==> src/rtl/jtag_tap_responder_if.sv <==
// jtag_tap_responder_if
// Groups the JTAG serial pins and the USER register side-band into one
// bundle. The TAP clock (TCK) and reset (TRST) stay as plain module ports.
//   TMS, TDI        : host -> TAP serial control and data
//   TDO, TDO_EN     : TAP -> host serial data and its output enable
//   USER_RDATA      : system -> TAP, value captured into USER
//   USER_WDATA      : TAP -> system, last value written through USER
//   USER_WSTB       : TAP -> system, one-TCK write pulse
//   USER_CSTB       : TAP -> system, one-TCK capture pulse
// modport master : the JTAG host / system side
// modport slave  : the TAP responder
interface jtag_tap_responder_if;
    logic        TMS;
    logic        TDI;
    logic        TDO;
    logic        TDO_EN;
    logic [31:0] USER_RDATA;
    logic [31:0] USER_WDATA;
    logic        USER_WSTB;
    logic        USER_CSTB;

    modport master (
        output TMS, TDI, USER_RDATA,
        input  TDO, TDO_EN, USER_WDATA, USER_WSTB, USER_CSTB
    );

    modport slave (
        input  TMS, TDI, USER_RDATA,
        output TDO, TDO_EN, USER_WDATA, USER_WSTB, USER_CSTB
    );
endinterface

==> src/rtl/jtag_tap_responder.sv <==
// jtag_tap_responder
// IEEE 1149.1 TAP controller with a 5-bit instruction register and three
// data registers: IDCODE (32 bit), USER (32 bit, parallel read/write to the
// system) and BYPASS (1 bit, any unrecognised instruction).
// Ports:
//   TCK  : test clock; state and shift registers advance on the rising edge,
//          TDO/TDO_EN update on the falling edge
//   TRST : asynchronous active-high reset of the whole TAP
//   jtag : serial pins and USER side-band (see jtag_tap_responder_if)
module jtag_tap_responder #(
    parameter logic [4:0]  IR_CODE_IDCODE = 5'h01,
    parameter logic [4:0]  IR_CODE_USER   = 5'h11,
    parameter logic [31:0] IDCODE_VAL     = 32'h1000_1DE5
) (
    input  logic                 TCK,
    input  logic                 TRST,
    jtag_tap_responder_if.slave  jtag
);

    typedef enum logic [3:0] {
        TLR      = 4'd0,
        RTI      = 4'd1,
        SEL_DR   = 4'd2,
        CAP_DR   = 4'd3,
        SHIFT_DR = 4'd4,
        EXIT1_DR = 4'd5,
        PAUSE_DR = 4'd6,
        EXIT2_DR = 4'd7,
        UPD_DR   = 4'd8,
        SEL_IR   = 4'd9,
        CAP_IR   = 4'd10,
        SHIFT_IR = 4'd11,
        EXIT1_IR = 4'd12,
        PAUSE_IR = 4'd13,
        EXIT2_IR = 4'd14,
        UPD_IR   = 4'd15
    } tap_state_t;

    tap_state_t  state_r;
    logic [4:0]  ir_r;
    logic [4:0]  ir_sr_r;
    logic [31:0] dr_sr_r;
    logic [31:0] wdata_r;
    logic        wstb_r;
    logic        cstb_r;
    logic        tdo_r;
    logic        tdo_en_r;

    logic        id_sel_s;
    logic        user_sel_s;
    logic        bypass_sel_s;
    logic [31:0] capture_s;

    // Data register selection and the value it captures
    always_comb begin
        id_sel_s     = (ir_r == IR_CODE_IDCODE);
        user_sel_s   = (ir_r == IR_CODE_USER) && !id_sel_s;
        bypass_sel_s = !id_sel_s && !user_sel_s;
        capture_s    = 32'd0;
        if (id_sel_s) begin
            capture_s = IDCODE_VAL;
        end else if (user_sel_s) begin
            capture_s = jtag.USER_RDATA;
        end else begin
            capture_s = 32'd0;
        end
    end

    // TAP state machine, IR/DR shift stages and USER strobes (rising edge)
    always_ff @(posedge TCK or posedge TRST) begin
        if (TRST) begin
            state_r <= TLR;
            ir_r    <= IR_CODE_IDCODE;
            ir_sr_r <= 5'd0;
            dr_sr_r <= 32'd0;
            wdata_r <= 32'd0;
            wstb_r  <= 1'b0;
            cstb_r  <= 1'b0;
        end else begin
            wstb_r <= 1'b0;
            cstb_r <= 1'b0;
            case (state_r)
                TLR: begin
                    ir_r    <= IR_CODE_IDCODE;
                    state_r <= jtag.TMS ? TLR : RTI;
                end
                RTI:      state_r <= jtag.TMS ? SEL_DR : RTI;
                SEL_DR:   state_r <= jtag.TMS ? SEL_IR : CAP_DR;
                CAP_DR: begin
                    dr_sr_r <= capture_s;
                    cstb_r  <= user_sel_s;
                    state_r <= jtag.TMS ? EXIT1_DR : SHIFT_DR;
                end
                SHIFT_DR: begin
                    // BYPASS is a single stage: new bit lands directly in bit 0
                    if (bypass_sel_s) begin
                        dr_sr_r <= {31'd0, jtag.TDI};
                    end else begin
                        dr_sr_r <= {jtag.TDI, dr_sr_r[31:1]};
                    end
                    state_r <= jtag.TMS ? EXIT1_DR : SHIFT_DR;
                end
                EXIT1_DR: state_r <= jtag.TMS ? UPD_DR : PAUSE_DR;
                PAUSE_DR: state_r <= jtag.TMS ? EXIT2_DR : PAUSE_DR;
                EXIT2_DR: state_r <= jtag.TMS ? UPD_DR : SHIFT_DR;
                UPD_DR: begin
                    if (user_sel_s) begin
                        wdata_r <= dr_sr_r;
                        wstb_r  <= 1'b1;
                    end else begin
                        wdata_r <= wdata_r;
                    end
                    state_r <= jtag.TMS ? SEL_DR : RTI;
                end
                SEL_IR:   state_r <= jtag.TMS ? TLR : CAP_IR;
                CAP_IR: begin
                    ir_sr_r <= 5'b00001;
                    state_r <= jtag.TMS ? EXIT1_IR : SHIFT_IR;
                end
                SHIFT_IR: begin
                    ir_sr_r <= {jtag.TDI, ir_sr_r[4:1]};
                    state_r <= jtag.TMS ? EXIT1_IR : SHIFT_IR;
                end
                EXIT1_IR: state_r <= jtag.TMS ? UPD_IR : PAUSE_IR;
                PAUSE_IR: state_r <= jtag.TMS ? EXIT2_IR : PAUSE_IR;
                EXIT2_IR: state_r <= jtag.TMS ? UPD_IR : SHIFT_IR;
                UPD_IR: begin
                    ir_r    <= ir_sr_r;
                    state_r <= jtag.TMS ? SEL_DR : RTI;
                end
                default:  state_r <= TLR;
            endcase
        end
    end

    // Serial output stage, updated half a cycle after the shift edge
    always_ff @(negedge TCK or posedge TRST) begin
        if (TRST) begin
            tdo_r    <= 1'b0;
            tdo_en_r <= 1'b0;
        end else begin
            tdo_en_r <= (state_r == SHIFT_DR) || (state_r == SHIFT_IR);
            if (state_r == SHIFT_IR) begin
                tdo_r <= ir_sr_r[0];
            end else if (state_r == SHIFT_DR) begin
                tdo_r <= dr_sr_r[0];
            end else begin
                tdo_r <= 1'b0;
            end
        end
    end

    assign jtag.TDO        = tdo_r;
    assign jtag.TDO_EN     = tdo_en_r;
    assign jtag.USER_WDATA = wdata_r;
    assign jtag.USER_WSTB  = wstb_r;
    assign jtag.USER_CSTB  = cstb_r;

endmodule

==> src/flat_wrapper.sv <==
// flat-port wrapper written by rule: the top's interface ports become plain ports
module jtag_tap_responder_flat 
#(
    parameter logic [4:0]  IR_CODE_IDCODE = 5'h01,
    parameter logic [4:0]  IR_CODE_USER   = 5'h11,
    parameter logic [31:0] IDCODE_VAL     = 32'h1000_1DE5
)
  (TCK, TRST, jtag_TMS, jtag_TDI, jtag_USER_RDATA, jtag_TDO, jtag_TDO_EN, jtag_USER_WDATA, jtag_USER_WSTB, jtag_USER_CSTB);
  jtag_tap_responder_if jtag_i ();
  input  logic TCK;
  input  logic TRST;
  input wire logic [$bits(jtag_i.TMS)-1:0] jtag_TMS;
  input wire logic [$bits(jtag_i.TDI)-1:0] jtag_TDI;
  input wire logic [$bits(jtag_i.USER_RDATA)-1:0] jtag_USER_RDATA;
  output wire logic [$bits(jtag_i.TDO)-1:0] jtag_TDO;
  output wire logic [$bits(jtag_i.TDO_EN)-1:0] jtag_TDO_EN;
  output wire logic [$bits(jtag_i.USER_WDATA)-1:0] jtag_USER_WDATA;
  output wire logic [$bits(jtag_i.USER_WSTB)-1:0] jtag_USER_WSTB;
  output wire logic [$bits(jtag_i.USER_CSTB)-1:0] jtag_USER_CSTB;
  assign jtag_i.TMS = jtag_TMS;
  assign jtag_i.TDI = jtag_TDI;
  assign jtag_i.USER_RDATA = jtag_USER_RDATA;
  assign jtag_TDO = jtag_i.TDO;
  assign jtag_TDO_EN = jtag_i.TDO_EN;
  assign jtag_USER_WDATA = jtag_i.USER_WDATA;
  assign jtag_USER_WSTB = jtag_i.USER_WSTB;
  assign jtag_USER_CSTB = jtag_i.USER_CSTB;
  jtag_tap_responder #(.IR_CODE_IDCODE(IR_CODE_IDCODE), .IR_CODE_USER(IR_CODE_USER), .IDCODE_VAL(IDCODE_VAL)) u_core (.TCK(TCK), .TRST(TRST), .jtag(jtag_i));
endmodule
==> config.mk <==
export PLATFORM = sky130hd
export DESIGN_NAME = jtag_tap_responder_flat
export DESIGN_NICKNAME = d
export VERILOG_FILES = /design/src/rtl/jtag_tap_responder_if.sv /design/src/rtl/jtag_tap_responder.sv /design/src/flat_wrapper.sv
export SDC_FILE = /design/constraint.sdc
export NUM_CORES = 1
export LEC_CHECK = 0
export ABC_AREA = 1
export CAP_MARGIN = 15
export CORE_AREA = 5 5 126 128
export DETAILED_ROUTE_END_ITERATION = 8
export DIE_AREA = 0 0 131 133
export HOLD_SLACK_MARGIN = 0.1
export MAX_ROUTING_LAYER = met4
export SKIP_CTS_REPAIR_TIMING = 1
export SLEW_MARGIN = 20
export SYNTH_ARGS = -nofsm -noshare
export SYNTH_HDL_FRONTEND = slang
export SYNTH_SLANG_ARGS = --single-unit
==> constraint.sdc <==
create_clock -name TCK -period 3.14 [get_ports TCK]
set_input_delay 0.628 -clock TCK [delete_from_list [all_inputs] [get_ports TCK]]
set_output_delay 0.628 -clock TCK [all_outputs]
set_load 0.02 [all_outputs]
* Word level (Yosys, flattened, before mapping)
Index checks and enable logic that the tools add are counted.
** Cells by class
- Eq/ne operators :: 17
- Mux-type cells :: 24
- Reduce and logical (&&, ||, !) cells :: 13
** Operators by type and width (count)
- $mux W32 :: 3
- $pmux W32 S2 :: 1
- $pmux W4 S12 :: 1
- $eq A4 B4 Y1 const B :: 8
- $pmux W5 S2 :: 2
- $eq A4 B3 Y1 const B :: 4
- $mux W4 :: 4
- $eq A4 B2 Y1 const B :: 2
- $mux W1 :: 8
- $mux W2 :: 3
- $mux W3 :: 2
- $reduce_bool A2 Y1 :: 3
- $eq A5 B1 Y1 const B :: 1
- $eq A5 B5 Y1 const B :: 1
- $eq A4 B1 Y1 const B :: 1
- $logic_not A4 Y1 :: 1
- $reduce_or A2 Y1 :: 2
- $reduce_or A3 Y1 :: 1
- $logic_and A1 B1 Y1 :: 2
- $logic_not A1 Y1 :: 2
- $reduce_and A2 Y1 :: 1
- $logic_or A1 B1 Y1 :: 1
** Word-level totals
- Register bits after elaboration :: 82
- Input port bits :: 36
- Output and inout port bits :: 36
- Logic and storage cells :: 63

* Longest topological paths before layout
Gate-level depths: netlist of run 1.
- Depth in word-level cells :: 7
- Depth in mapped cells :: 10
- Mapped depth without buffers :: 8

==> results of run 1 <==
-- layer usage --
metal	wire length, microns	part of all wire, %
met4	114	1.1
met2	5220	48
met5	0	0
met1	5090	47
met3	416	3.8
-- power breakdown --
part           leakage, nW  internal [mW]  switching [mW]  total [mW]
Combinational         1.53          0.479           0.929        1.41
Clock                0.131          0.554           0.433       0.987
Sequential            1.11           1.32           0.185        1.51
-- sequential cells by signal, indices dropped and copies added (netlist names) --
register,cells
u_core.dr_sr_r,32
u_core.ir_r,5
u_core.ir_sr_r,5
u_core.jtag.TDO,1
u_core.jtag.TDO_EN,1
u_core.jtag.USER_CSTB,1
u_core.jtag.USER_WDATA,32
u_core.jtag.USER_WSTB,1
u_core.state_r,4
-- worst register-to-register path, stage by stage, from the launching register on --
cell and delay, ns:
dfrtp_1 0.46, nand2_1 0.11, inv_1 0.07, nand2_1 0.17
nand2_1 0.09
-- final cells by class --
class                   count  area (sq um)
fillers                  1558          9590
flip-flops and latches     82          2050
multi-input cells         391          1660
repair buffers             79           777
clock buffers              11           243
well taps                 188           235
inverters                  43           165
clock inverters             5          30.0
-- cells in the mapped netlist --
library cell	n	share of area, %
a21oi_1	3	0.37
buf_2	8	1.0
buf_4	3	0.56
buf_6	4	1.1
clkbuf_1	9	0.84
clkinv_1	1	0.093
dfrtn_1	2	1.2
dfrtp_1	79	49
dfstp_2	1	0.65
inv_1	36	3.4
inv_2	6	0.56
nand2_1	283	26
nand2_2	4	0.62
nand2_4	1	0.28
nand3_1	20	2.5
nand4_1	4	0.62
nor2_1	9	0.84
nor2_2	4	0.62
nor2_4	4	1.1
o21ai_0	44	5.5
o22ai_1	6	0.94
or2_2	9	1.4
-- worst max path at each step --
stage	slack (ns)	to	cells past startpoint	start
5_1_grt	0.001	jtag_TDO_EN	1	u_core.jtag.TDO_EN
6_report	0.05	jtag_TDO_EN	1	u_core.jtag.TDO_EN
2_1_floorplan	0.1	u_core.jtag.TDO	1	TRST
3_5_place_dp	-0.03	jtag_TDO_EN	1	u_core.jtag.TDO_EN
3_3_place_gp	-0.02	jtag_TDO	1	u_core.jtag.TDO
4_1_cts	-0.40	jtag_TDO_EN	1	u_core.jtag.TDO_EN
-- per-stage QoR --
stage / setup slack (ns) / utilization [%] / instance area, sq um / instances
after global routing: 0.00115 / 35.0 / 5160 / 799
after detailed placement: -0.0293 / 33.2 / 4890 / 783
after floorplan: 0.0966 / - / 4020 / 540
after global placement: -0.0209 / 33.2 / 4890 / 783
final: 0.0549 / 35.0 / 5160 / 799
after CTS: -0.398 / 35.0 / 5170 / 799
-- logic make-up after synthesis --
family	Yosys count
AOI/OAI and AO/OA	53
buffers and inverters	67
DFF	82
and+or+nand+nor	338
==> flow_summary.ini, run 1 <==
[outcome]
outcome = finished, final reports clean

[pwr]
powerDensity_nw_per_um2 = 756
ir_drop_mv = 0.295
finalPower_mw = 3.90
leakage_nw = 2.77

[clock_network]
root_buffer = clkbuf_16
cts_tree = yes
clkSlewWorstSetupHoldPaths_ns = 0.06
clkSinkCount = 82
cts.path.max_buffers = 2
clock_latency_ns = 0.34
htreeDepth = 3
cts_buffers = 9

[detailed_routing]
vias = 3513
avgRoutedWirePerCell_microns = 13.6
wirelength_microns = 10800
drt_pass1_iterations = 4
route.detailed.drc = 0
antenna_left = 0
drtIter0Drc = 187
viasPerCell = 4.40

[grt]
grt_pass1_vias = 3514
grt-busiest-layer = met2
grt_start_max_net_pins = 79
grt_pass1_wl_microns = 17800
groute.usage.overall_pct = 13.3
gr-usage-met1_pct = 17.0
antenna_found_initial = 0
grt_overflow_total = 0
grtUsageMet2_pct = 21.4
met3_usage_pct = 2.62

[critical_path]
end_kind = primary output
reg2reg_from = u_core.state_r[0]
ff2ff_path_depth = 4
path_class = reg -> out
critical-path-top-delay-family = flip-flops
crit_chain = clkbuf_2
reg2reg_to = u_core.jtag.TDO_EN
worstPathMaxFanout = 1
cp_data_arrival_time_ns = 2.46
startpoint_type = flip-flop
slowest_stage = dfrtn_1
required_ns = 2.51
r2r_setup_slack_ns = 0.51
cp_slowest_stage_delay_ns = 0.39
cp.buffers_inverters = 1

[timing]
finalSetupViolations = 0
report.final.slew_viol_count = 0
clock_skew_ns = 0.00902
relSlewSlack_pct = 50.1
worst_slew_pin_slew_ns = 0.748
hold_viol = 0
hold_ws_ns = 0.494
tns_ns = 0
rsz0062_at_grt = no

[die]
initial_core_util_pct = 27.2
io-pin-count = 72
die_h_microns = 133
die_area_sq_um = 17400
placementRows = 45
core_area_sq_um = 14800
die_x_microns = 131

[place]
gp_congestion = 0.852
port_buffers = 71
dp_hpwl_microns = 7160

[synth]
synth_compound_area_share_pct = 6.80
syn-mean-instance-area_sq_um = 7.43
ys_types = 22
synth_mux_area_share_pct = 0
synth_warnings = 0
ys_ff_latch = 82
ys_seq_area_share_pct = 51.2
synth_simple_gate_area_share_pct = 34.5
yosys.area_share.xor_xnor_pct = 0
syn_area_sq_um = 4010
syn_nets = 576
synthCells = 540
synth_fa_ha_area_share_pct = 0
synth_top_family_by_area = simple AND/OR/NAND/NOR gates

[final_layout]
final_cell_mix = 283 x nand2_1, 79 x dfrtp_1, 69 x clkdlybuf4s50_1, 44 x o21ai_0, 35 x inv_1
antenna_cells = 0
final_common_cell = nand2_1
drive_gt1_share_pct = 9.00
syn_to_final_growth_pct = 28.6
nets = 642

[worst_hold_path]
hp-start = u_core.jtag.USER_WDATA[11]
hold_class = reg -> reg
holdPathStages = 2
min_to = u_core.jtag.USER_WDATA[11]

[job]
maxCapViolCount = 0
Power figures use the tool's default switching activity.
==> run 2, diff against run 1 <==
--- a/config.mk
+++ b/config.mk
@@ -7,11 +7,14 @@
 export LEC_CHECK = 0
 export ABC_AREA = 1
 export CAP_MARGIN = 15
+export CELL_PAD_IN_SITES_DETAIL_PLACEMENT = 0
+export CELL_PAD_IN_SITES_GLOBAL_PLACEMENT = 1
 export CORE_AREA = 5 5 126 128
 export DETAILED_ROUTE_END_ITERATION = 8
 export DIE_AREA = 0 0 131 133
 export HOLD_SLACK_MARGIN = 0.1
 export MAX_ROUTING_LAYER = met4
+export PLACE_DENSITY_LB_ADDON = 0.1
 export SKIP_CTS_REPAIR_TIMING = 1
 export SLEW_MARGIN = 20
 export SYNTH_ARGS = -nofsm -noshare
==> constraint.sdc (replaced) <==
create_clock -name TCK -period 3.14 [get_ports TCK]
set_input_delay 0.942 -clock TCK [delete_from_list [all_inputs] [get_ports TCK]]
set_output_delay 0.942 -clock TCK [all_outputs]
set_load 0.02 [all_outputs]
==> flow_summary.ini, run 2 (synthesis gave the netlist of run 1 again) <==
[critical_path]
startpoint_type = flip-flop
end_kind = primary output
critPathLaunch = u_core.jtag.TDO
worstPathMaxFanout = 1
cp.buffers_inverters = 1
crit_chain = buf_4
cp_slowest_stage_delay_ns = 0.39
required_ns = 2.20
cp_data_arrival_time_ns = 2.43
reg2reg_from = u_core.state_r[0]
critical-path-top-delay-family = flip-flops
slowest_stage = dfrtn_1
path_class = reg -> out

[die]
die_x_microns = 131
core_area_sq_um = 14800
placementRows = 45
die_area_sq_um = 17400
io-pin-count = 72
initial_core_util_pct = 27.2
die_h_microns = 133

[outcome]
violations = setup timing
outcome = finished with violations

[clock_network]
cts_tree = yes
htreeDepth = 3
cts_buffers = 9
clkSinkCount = 82
cts.path.max_buffers = 2
root_buffer = clkbuf_16
clkSlewWorstSetupHoldPaths_ns = 0.06
clock_latency_ns = 0.33

[final_layout]
nets = 643
drive_gt1_share_pct = 8.99
antenna_cells = 0
final_util_pct = 35.3
final_common_cell = nand2_1
nFillCells = 1617
final-instance-count-excl-fill = 800
design_area_sq_um = 5200
final_cell_mix = 283 x nand2_1, 79 x dfrtp_1, 69 x clkdlybuf4s50_1, 44 x o21ai_0, 35 x inv_1
syn_to_final_growth_pct = 29.6

[detailed_routing]
antenna_left = 0
route.detailed.drc = 0
drt_pass1_iterations = 4
wirelength_microns = 11600
avgRoutedWirePerCell_microns = 14.5
viasPerCell = 4.43
vias = 3542
drtIter0Drc = 158

[grt]
grt_pass1_vias = 3660
grt_overflow_total = 0
groute.usage.overall_pct = 14.5
antenna_found_initial = 0
grt_start_max_net_pins = 77
grt_pass1_wl_microns = 19300

[worst_hold_path]
hold_class = reg -> reg
hp-start = u_core.jtag.USER_WDATA[6]

[place]
dp_hpwl_microns = 7870
port_buffers = 71
dpl-instance-area_sq_um = 4910
pre_cts_slack_ns = -0.351
post-place-cells = 784
gp_congestion = 0.769

[pwr]
p_clk_share_pct = 25.5
combinationalPowerShare_pct = 36.4
netSwitchingFraction_pct = 38.8
leakage_nw = 2.80
powerDensity_nw_per_um2 = 764
finalPower_mw = 3.97
power_frac_seq_pct = 38.1
internal_power_mw = 2.43
ir_drop_mv = 0.272
switchingPower_mw = 1.54

[timing]
worst_slack_ns = -0.232
rsz0062_at_grt = yes
worst_slew_pin_slew_ns = 0.710
relSlewSlack_pct = 52.7
clock_skew_ns = 0.00797
tns_ns = -0.451
hold_ws_ns = 0.494
finalSetupViolations = 2
report.final.slew_viol_count = 0
hold_viol = 0

[job]
maxCapViolCount = 0
==> run 2: power by group through the flow <==
| stage | Combinational [mW] | Clock [mW] | Sequential [mW] |
|---|---|---|---|
| floorplan | 0.855 | 0 | 1.61 |
| global placement | 1.46 | 0 | 1.53 |
| detailed placement | 1.47 | 0 | 1.53 |
| CTS | 1.48 | 1.05 | 1.52 |
| global route | 1.65 | 1.09 | 1.56 |
| finish | 1.45 | 1.01 | 1.51 |
==> run 2: metal layers <==
layer | global-route usage (%) | part of all wire [%]
met5 | - | 0
met1 | 19.9 | 50
met2 | 22.3 | 45
met4 | 2.91 | 0.82
met3 | 2.75 | 3.5
==> run 2: path summary, 6_finish.rpt <==
check / endpoint / slack, ns / depth (start not counted)
hold / removal: u_core.jtag.USER_WDATA[6] / 0.49 / 2
setup / recovery: jtag_TDO / -0.23 / 1
min in group asynchronous: u_core.state_r[3] / 1.18 / 3
hold reg to reg: u_core.jtag.USER_WDATA[6] / 0.49 / 2
setup reg to reg: u_core.jtag.TDO_EN / 0.51 / 4
max in group asynchronous: u_core.jtag.TDO / 0.52 / 2
==> run 2: tightest hold or removal path, delay by kind of cell (launching register included) <==
kind               cells  cell delay [ns]
DFF                    1             0.33
AOI/OAI and AO/OA      1             0.08
and+or+nand+nor        1             0.05
==> run 2: layout make-up <==
class / instances / area [sq um] / area share (%)
Sequential cell: 82 / 2050 / 39.5
Multi-Input combinational cell: 391 / 1660 / 31.9
Timing Repair Buffer: 80 / 806 / 15.5
Clock buffer: 14 / 274 / 5.27
Tap cell: 188 / 235 / 4.52
Inverter: 43 / 165 / 3.18
Clock inverter: 2 / 10.0 / 0.192
==> run 3, diff against run 2 <==
--- a/config.mk
+++ b/config.mk
@@ -9,9 +9,9 @@
 export CAP_MARGIN = 15
 export CELL_PAD_IN_SITES_DETAIL_PLACEMENT = 0
 export CELL_PAD_IN_SITES_GLOBAL_PLACEMENT = 1
-export CORE_AREA = 5 5 126 128
+export CORE_AREA = 5 5 109 111
 export DETAILED_ROUTE_END_ITERATION = 8
-export DIE_AREA = 0 0 131 133
+export DIE_AREA = 0 0 114 116
 export HOLD_SLACK_MARGIN = 0.1
 export MAX_ROUTING_LAYER = met4
 export PLACE_DENSITY_LB_ADDON = 0.1
==> flow_summary.ini, run 3 (synthesis gave the netlist of run 1 again) <==
[timing]
worst_slew_pin_slew_ns = 0.751
worst_slack_ns = -0.236
relSlewSlack_pct = 49.9
hold_ws_ns = 0.498
clock_skew_ns = 0.0149
tns_ns = -0.462
finalSetupViolations = 2
rsz0062_at_grt = yes
report.final.slew_viol_count = 0
hold_viol = 0

[final_layout]
nets = 643
nFillCells = 1109
drive_gt1_share_pct = 8.99
antenna_cells = 0
syn_to_final_growth_pct = 25.7
final_cell_mix = 283 x nand2_1, 79 x dfrtp_1, 69 x clkdlybuf4s50_1, 44 x o21ai_0, 35 x inv_1
final_common_cell = nand2_1
multiInputGateArea_sq_um = 1660
regArea_sq_um = 2050
final_util_pct = 47.1

[critical_path]
cp_data_arrival_time_ns = 2.43
slowest_stage = dfrtn_1
startpoint_type = flip-flop
cp_slowest_stage_delay_ns = 0.41
cp.buffers_inverters = 1
required_ns = 2.20
end_kind = primary output
worstPathMaxFanout = 1
crit_chain = buf_6
path_class = reg -> out
critical-path-top-delay-family = flip-flops

[clock_network]
cts.path.max_buffers = 2
clkSinkCount = 82
clock_latency_ns = 0.35
cts_tree = yes
cts_buffers = 9
htreeDepth = 3
root_buffer = clkbuf_8
clkSlewWorstSetupHoldPaths_ns = 0.08

[pwr]
ir_drop_mv = 0.435
leakage_nw = 2.75
powerDensity_nw_per_um2 = 747

[grt]
groute.usage.overall_pct = 17.0
grt_overflow_total = 0
grt_start_max_net_pins = 49
grt_pass1_vias = 3355
grt_pass1_wl_microns = 17300
antenna_found_initial = 0

[place]
dp_hpwl_microns = 7120
port_buffers = 71
gp_congestion = 0.787

[detailed_routing]
viasPerCell = 4.62
vias = 3472
avgRoutedWirePerCell_microns = 14.0
wirelength_microns = 10500
drt_pass1_iterations = 4
antenna_left = 0
route.detailed.drc = 0
drtIter0Drc = 176

[die]
die_area_sq_um = 13200
initial_core_util_pct = 37.5
die_h_microns = 116
core_area_sq_um = 10700
placementRows = 38
die_x_microns = 114
io-pin-count = 72

[outcome]
outcome = finished with violations
violations = setup timing

[worst_hold_path]
hold_class = reg -> reg

[job]
maxCapViolCount = 0
run 3: cell count changes in the layout (fill, tap and decap cells not counted), sizes merged:
cell	change
clkinv	-1
clkinvlp	+2
bufinv	+2
clkbuf	-3
run 3: per-layer routing:
layer	GRT usage [%]	wire [microns]	up-vias
met5	-	0	-
met4	4.51	112	0
met3	2.19	335	11
met2	26.1	4720	59
met1	23.8	5360	1613
li1	-	-	1789
run 3: cell type report:
| cell class | count | share of cell area, % |
|---|---|---|
| flip-flops and latches | 82 | 40.7 |
| well taps | 140 | 3.47 |
| repair buffers | 80 | 15.5 |
| clock buffers | 11 | 2.61 |
| clock inverters | 5 | 1.59 |
| inverters | 43 | 3.28 |
| multi-input cells | 391 | 32.9 |
run 3: worst min-delay path, delay by kind of cell (launching register included):
family / cells / cell delay [ns]
AOI/OAI and AO/OA: 1 / 0.07
and+or+nand+nor: 1 / 0.05
DFF: 1 / 0.34
run 3: through the flow:
stage / area (sq um) / setup slack (ns) / instances / power [mW]
after global placement: 4830 / -0.339 / 736 / 2.95
after global routing: 5040 / -0.271 / 752 / 4.04
after CTS: 5040 / -0.721 / 752 / 3.81
final: 5040 / -0.236 / 752 / 3.77
after floorplan: 4020 / -0.217 / 540 / 2.46
after detailed placement: 4830 / -0.353 / 736 / 2.97
run 3: path summary, 6_finish.rpt:
path / from / end / slack, ns / depth (start not counted)
max reg2reg: u_core.state_r[0] / u_core.jtag.TDO_EN / 0.48 / 4
min reg2reg: u_core.jtag.USER_WDATA[5] / u_core.jtag.USER_WDATA[5] / 0.50 / 2
max: u_core.jtag.TDO / jtag_TDO / -0.24 / 1
max in group asynchronous: TRST / u_core.jtag.TDO / 0.62 / 2
min: u_core.jtag.USER_WDATA[5] / u_core.jtag.USER_WDATA[5] / 0.50 / 2
min in group asynchronous: TRST / u_core.dr_sr_r[25] / 1.29 / 3
run 3: power by group:
part / switching [mW] / leakage (nW) / total [mW] / internal [mW]
sequential: 0.191 / 1.11 / 1.51 / 1.32
clock: 0.385 / 0.0995 / 0.833 / 0.448
combinational: 0.926 / 1.54 / 1.42 / 0.498
